<file path="src/rtl/vliw_fwd_scoreboard.sv">
`default_nettype none
// ============================================================================
//  Module   : vliw_fwd_scoreboard
//  Purpose  : Pending-write tracker for the VLIW pipeline. It produces
//             per-operand forwarding selects, a load-use stall and a
//             saturating stall counter.
//  Revision : 1.0 - initial parametrised release
// ============================================================================
module vliw_fwd_scoreboard #(
    parameter int SLOTS      = 2,
    parameter int AW         = 4,
    parameter int DEPTH      = 3,
    parameter int LOAD_STAGE = 3,
    parameter int SW         = $clog2(DEPTH + 1),
    parameter int LW         = (SLOTS > 1) ? $clog2(SLOTS) : 1
) (
    input  logic                    clk,
    input  logic                    reset,
    input  logic                    issue_valid,
    input  logic [SLOTS*AW-1:0]     src_a,
    input  logic [SLOTS*AW-1:0]     src_b,
    input  logic [SLOTS*AW-1:0]     dst,
    input  logic [SLOTS-1:0]        dst_we,
    input  logic [SLOTS-1:0]        dst_load,
    input  logic                    flush,
    output logic [2*SLOTS-1:0]      fwd_hit,
    output logic [2*SLOTS*SW-1:0]   fwd_stage,
    output logic [2*SLOTS*LW-1:0]   fwd_slot,
    output logic                    stall,
    output logic [15:0]             stall_count
);

    localparam logic [SW-1:0] c_load_stage = SW'(LOAD_STAGE);
    localparam logic [15:0]   c_count_max  = 16'hFFFF;

    // Index 0 of each array is stage 1 (EX)
    logic [DEPTH-1:0][SLOTS-1:0]    r_valid;
    logic [DEPTH-1:0][SLOTS*AW-1:0] r_dst;
    logic [DEPTH-1:0][SLOTS-1:0]    r_load;
    logic [15:0]                    r_stall_count;

    logic [2*SLOTS-1:0] w_hazard;
    logic               w_stall;
    logic               w_accept;

    generate
        for (genvar gs = 0; gs < SLOTS; gs++) begin : g_slot
            for (genvar gp = 0; gp < 2; gp++) begin : g_opnd
                localparam int c_op = 2 * gs + gp;

                logic [AW-1:0] w_src;
                logic          w_found;
                logic          w_load;
                logic [SW-1:0] w_stage;
                logic [LW-1:0] w_slot;
                logic          w_haz;
                logic          w_hit;

                assign w_src = (gp == 0) ? src_a[gs*AW +: AW] : src_b[gs*AW +: AW];

                // Oldest-to-youngest scan: the last hit written is the lowest
                // stage and, within it, the highest slot.
                always_comb begin
                    w_found = 1'b0;
                    w_load  = 1'b0;
                    w_stage = '0;
                    w_slot  = '0;
                    for (int k = DEPTH - 1; k >= 0; k--) begin
                        for (int s = 0; s < SLOTS; s++) begin
                            if (r_valid[k][s] && (r_dst[k][s*AW +: AW] == w_src)) begin
                                w_found = 1'b1;
                                w_load  = r_load[k][s];
                                w_stage = SW'(k + 1);
                                w_slot  = LW'(s);
                            end
                        end
                    end
                end

                assign w_haz          = w_found && w_load && (w_stage < c_load_stage);
                assign w_hit          = w_found && !w_haz;
                assign w_hazard[c_op] = w_haz;

                assign fwd_hit[c_op]             = w_hit;
                assign fwd_stage[c_op*SW +: SW]  = w_hit ? w_stage : '0;
                assign fwd_slot[c_op*LW +: LW]   = w_hit ? w_slot  : '0;
            end
        end
    endgenerate

    // A flushed bundle never stalls; it is simply replaced by a bubble
    assign w_stall  = issue_valid && !flush && (|w_hazard);
    assign w_accept = issue_valid && !w_stall && !flush;

    always_ff @(posedge clk) begin
        if (reset) begin
            r_valid       <= '0;
            r_stall_count <= '0;
        end else begin
            for (int k = DEPTH - 1; k > 0; k--) begin
                r_valid[k] <= r_valid[k-1];
            end
            r_valid[0] <= w_accept ? dst_we : '0;
            if (w_stall && (r_stall_count != c_count_max)) begin
                r_stall_count <= r_stall_count + 16'd1;
            end
        end
    end

    // Payload only matters where the matching valid bit is set
    always_ff @(posedge clk) begin
        for (int k = DEPTH - 1; k > 0; k--) begin
            r_dst[k]  <= r_dst[k-1];
            r_load[k] <= r_load[k-1];
        end
        r_dst[0]  <= dst;
        r_load[0] <= dst_load;
    end

    assign stall       = w_stall;
    assign stall_count = r_stall_count;

endmodule
`default_nettype wire

</file>
<file path="config.mk">
export PLATFORM = sky130hd
export DESIGN_NAME = vliw_fwd_scoreboard
export DESIGN_NICKNAME = d
export VERILOG_FILES = /design/src/rtl/vliw_fwd_scoreboard.sv
export SDC_FILE = /design/constraint.sdc
export NUM_CORES = 1
export LEC_CHECK = 0
export ABC_CLOCK_PERIOD_IN_PS = 2100
export CAP_MARGIN = 20
export CORE_ASPECT_RATIO = 0.6
export CORE_MARGIN = 8
export CORE_UTILIZATION = 47
export CTS_CLUSTER_SIZE = 12
export DETAILED_ROUTE_END_ITERATION = 8
export GPL_ROUTABILITY_DRIVEN = 0
export PLACE_DENSITY_LB_ADDON = 0.05
export REMOVE_ABC_BUFFERS = 1
export SETUP_SLACK_MARGIN = 0.05
export SYNTH_ARGS = -nofsm -noshare
export SYNTH_HDL_FRONTEND = slang
export SYNTH_SLANG_ARGS = --single-unit
</file>
<file path="constraint.sdc">
create_clock -name clk -period 2.1 [get_ports clk]
set_input_delay 0.21 -clock clk [delete_from_list [all_inputs] [get_ports clk]]
set_output_delay 0.21 -clock clk [all_outputs]
set_load 0.01 [all_outputs]
</file>
== After elaboration in Yosys (flattened, before gate mapping) ==
Cells that the tools add are included.
Storage, ports and cells
  register bits after elaboration: 52
  bits in latches: 0
  bits in writable memories: 0
  memory bits (read-only): 0
  bits of input ports: 32
  output and inout bits: 33
  word-level logic and storage cells: 190
  memories kept: 0
Operators by class
  $add $sub $neg: 1
  multipliers: 0
  div/mod/pow operators: 0
  $lt $le $gt $ge: 4
  equal/unequal tests: 25
  shifts and indexed selects: 0
  multiplexer cells: 100
  bitwise operators: 1
  reduce and logical (&&, ||, !) cells: 49
Operators with widths (number)
  equality test 4 bit: 24
  two-way mux 1 bit: 72
  two-way mux 2 bit: 28
  logical AND 1 bit: 41
  adder 16 x 1 -> 16 bit, second input constant: 1
  inequality test 16 bit, second input constant: 1
  < comparator 2 bit, second input constant: 4
  logical NOT 1 bit: 6
  OR reduction 4 bit: 1
  OR reduction 2 bit: 1
  NOT 1 bit: 1

== Depth between registers and ports, before layout ==
  word-level depth: 17
  gate-level depth with buffers: 10
  mapped depth without buffers: 8

== Worst setup path after synthesis ==
No wires, ideal clock.
  kind: reg2reg
  from: reg r_dst[14] (netlist bit)
  to: reg r_stall_count[4] (netlist: stall_count[4])
  library setup time: 0.121 ns
  arrival: 2.196 ns
  data required time: 1.979 ns
  setup slack: -0.217 ns
  stages on the path, launching flop included: 9
  path buffers: 1
  clock period less this slack: 2.317 ns
  cell sequence: dfxtp_1 xor2_1 nor4_2 nand3b_1 a31oi_2 o41ai_4 buf_6 nor3_2 mux2_4
Between the ends
  cells in the longest elaborated chain, start to end: 10
  elaborated cells between the ends (all ways): 59
  those cells by class: order compare (4); eq/ne (4); mux (36); reduce/logical (15)
Ends and longest elaborated chain
  start: declaration: line 38  | logic [DEPTH-1:0][SLOTS*AW-1:0] r_dst;
  start signal: indexed assignment: line 113  | r_dst[k] <= r_dst[k-1];
  equality test 4 bit: line 70  | if (r_valid[k][s] && (r_dst[k][s*AW +: AW] == w_src)) begin
  logical AND 1 bit: line 70
  two-way mux 2 bit / two-way mux 1 bit (equally long branches) (3 in a row): line 70
  < comparator 2 bit / logical AND 1 bit (equally long branches): line 80  | assign w_haz = w_found && w_load && (w_stage < c_load_stage);
  logical AND 1 bit: line 80
  OR reduction 4 bit (*): line 92  | assign w_stall = issue_valid && !flush && (|w_hazard);
  logical AND 1 bit (*): line 92
  logical AND 1 bit (*): line 104  | if (w_stall && (r_stall_count != c_count_max)) begin
  end signal: assignment: line 105  | r_stall_count <= r_stall_count + 16'd1;
  end: declaration: line 40  | logic [15:0] r_stall_count;
Mark *: on every way between the ends. The rest lies on a longest branch, timed or not.
A chain may end at the register's enable or synchronous reset.

== Worst setup path after layout ==
  from: reg r_dst[3] (netlist bit)
  to: reg r_stall_count[2] (netlist: stall_count[2])
Between the ends
  cells in the longest elaborated chain, start to end: 9
  elaborated cells between the ends (all ways): 47
  those cells by class: order compare (4); eq/ne (4); mux (24); reduce/logical (15)
Ends and longest elaborated chain (line)
  equality test 4 bit: 70
  logical AND 1 bit: 70
  two-way mux 2 bit / two-way mux 1 bit (equally long branches) (2 in a row): 70
  < comparator 2 bit / logical AND 1 bit (equally long branches): 80
  logical AND 1 bit: 80
  OR reduction 4 bit (*): 92
  logical AND 1 bit (*): 92
  logical AND 1 bit (*): 104
Marks and branches as above.

==> results.md <==
* Worst hold margin at 338 ps
* CP Class: reg -> reg
* Max Cap Viol at 0
* Failing checks: negative setup slack
* Die span in x at 124 um
* Antenna viol nets, final at 0
* CTS buffer count at 5
* FMAX at 377 MHz
* Total power at 0.00248 W
* H-Tree Depth at 2
* # rows at 23
* Vias at 3533
* Syn avg cell area at 8.74 um2
* Global-route usage over all layers at 22.8%
* Largest net degree at the start of global routing at 18
* Total Die Area at 10100 um2
* Grt ovf at 0
* Final nets at 555
* Static Leakage at 2.15 nW
* WP data required at 2330 ps
* Critical path data arrival time at 2880 ps
* CTS max path bufs at 2
* Hold buffers post-CTS at 0
* Count leader, synth: xor2_1
* Port bufs at 64
* Clk_skew at 6.05 ps
* Post-DP HPWL at 8.71 mm
* Netlist Area Pre-Place at 3300 um2
* Maximum vdd ir drop at 0.331 mV
* First-pass GRT wire length at 18.2 mm
* Initial antenna violation count at 0
* Part of the Yosys area used for sequential elements at 30.3%
* Synth warn at 0
* Vias/cell at 5.79
* Hold Crit Class: in -> reg
* Layout cells sized above 1 at 40.9%
* Synth-to-layout area growth at 61.0%
* Post-DP Area at 4600 um2
* Fin cells at 610
* Drt first pass iters at 5
* Die Height at 81.0 um
* Clock latency on the worst-skew pair at 300 ps
* Status: finished, violations left
* Largest cells by area after synthesis: dfxtp_1 (30%), xor2_1 (19%), xnor2_1 (6.4%)
* Design area at 5320 um2
* Reg clk slew, reported paths at 70 ps
* Post-synth top cells: xor2_1 (72), dfxtp_1 (50), a21oi_1 (25)
* Number of global-route vias before repair at 3359
* Share of the synthesized area in the top cell type at 30.3%
* Clock sink count at 50
* Main synth FF type: dfxtp_1
* Final worst slack at -550 ps
* Fraction of registers with async set/reset at 0%
* RSZ-0062 raised after global routing: yes
* Met1 wire length at 5.58 mm
* Mapped Cells at 378
* Slew Limit Fails at 0
* Inserted Diodes at 0
* Synth cell types at 47
* Number of flops mapped to enable cells by yosys at 0
* Routed wl met3 at 1.37 mm
* Final WL at 12.7 mm
* Pwr dens at 466 nW/um2
* Placed insts at 586
* Root Driver: clkbuf_16
* Metal2 WL at 5.46 mm
* Residual DRC at 0
* Leading area contributor after synthesis: dfxtp_1
* CP Launch Type: register
* Critical path capture point type: register
* Synthesized flop and latch total at 50
* Iter 0 DRT Violations at 292
* Slew HR at 64.5%
* Final hold violation count at 0
* CTS tree: done
* Fillers at 439
* Worst-path maximum fanout at 6
* Initial core utilization at 49.1%
* Highest metal used: met4
* Routed WL per cell at 20.7 um
* Final Critical Period at 2650 ps
* Count of final setup violators at 35
* Slew @ Worst Pin at 530 ps
* Num ports at 65
* Period utilisation layout at 126%
* Core outline area at 6730 um2
## placed cells by master, fill, tap and decap left out, types with 5 or more instances in the layout
master,Yosys,final
dlygate4sd2_1,0,15
and2_1,10,8
nor4_2,2,6
xor2_1,72,67
nand4_1,5,5
a21oi_1,25,14
nand3_1,8,7
dfxtp_4,0,5
nor2b_1,9,8
nor2_1,10,10
or3_1,6,6
nor3_2,1,8
buf_4,7,79
a21oi_2,0,8
o21ai_0,9,5
buf_6,3,28
nand2_1,23,23
xor2_2,0,5
dfxtp_1,50,39
clkdlybuf4s50_1,0,32
dfxtp_2,0,6
nor4_4,1,7
buf_2,13,11
xnor2_1,24,20
nor3_1,12,5
clkbuf_16,0,6
inv_1,7,7
## registers in the layout, indices dropped and copies added, names as in the netlist
name,cells
stall_count,16
r_dst,24
r_valid,6
r_load,4
## routing by layer
metal	global-route usage (%)	up-vias
li1	-	1583
met1	31.2	1684
met2	34.3	234
met3	6.89	32
met4	6.09	0
met5	0	-
## report_power, final
group | internal, W | total, W | switching, W | leakage [nW]
logic | 0.000240 | 0.000475 | 0.000235 | 1.65
clock network | 0.000570 | 0.000969 | 0.000399 | 0.0844
registers | 0.000978 | 0.00104 | 0.0000582 | 0.415
total | 0.00179 | 0.00248 | 0.000692 | 2.15
## stage by stage
stage	setup TNS [ps]	setup WS, ps	utilization (%)
6_report	-14790	-550	79.0
5_1_grt	-17750	-646	79.0
4_1_cts	-12210	-468	75.3
3_5_place_dp	-28180	-928	68.2
3_3_place_gp	-26460	-896	68.2
2_1_floorplan	-5480	-482	-
## cells by family (layout without fill, tap and decap cells)
group,count (synthesis),in the layout,share of synthesized area [%]
adders and majority gates,1,1,0.379
xor gates and xnor gates,96,96,25.4
buffers and inverters,38,183,6.29
and+or+nand+nor,134,134,24.4
muxes,7,7,2.35
DFF,50,50,30.3
AOI/OAI and AO/OA,52,52,10.8
## worst paths after layout
check	cells after the start	slack, ps	to	start
max	11	-550	stall_count[2]	r_dst[3]
min	1	340	r_dst[2]	dst[2]
max reg2reg	11	-550	stall_count[2]	r_dst[3]
min reg2reg	0	360	r_dst[13]	r_dst[5]
## timing repair
item / in CTS / in global routing
endpoints found under the setup margin: 35 / 35
cloned: 1 / 1
endpoints found under the hold margin: 0 / 0
resized for setup: 173 / 42
pin swaps: 33 / 33
buffers inserted: 9 / 15
## worst max-delay path, cell delays in order (launching register included)
cell     delay [ps]
dfxtp_2         330
buf_6           130
xor2_2          180
nor3_2          210
and3_1          190
and2b_2         260
a31oi_4         250
o41ai_4         100
buf_6           180
buf_12          130
or4_1           490
a21oi_2         130
## final cells by class
| class | count | area [um2] | share of cell area [%] |
|---|---|---|---|
| Tap cell | 87 | 109 | 2.05 |
| Multi-Input combinational cell | 290 | 2500 | 47.1 |
| Sequential cell | 50 | 1030 | 19.3 |
| Clock inverter | 3 | 47.5 | 0.894 |
| Inverter | 7 | 26.3 | 0.494 |
| Clock buffer | 5 | 125 | 2.35 |
| Timing Repair Buffer | 168 | 1480 | 27.8 |
(Power assumes the default switching activity.)
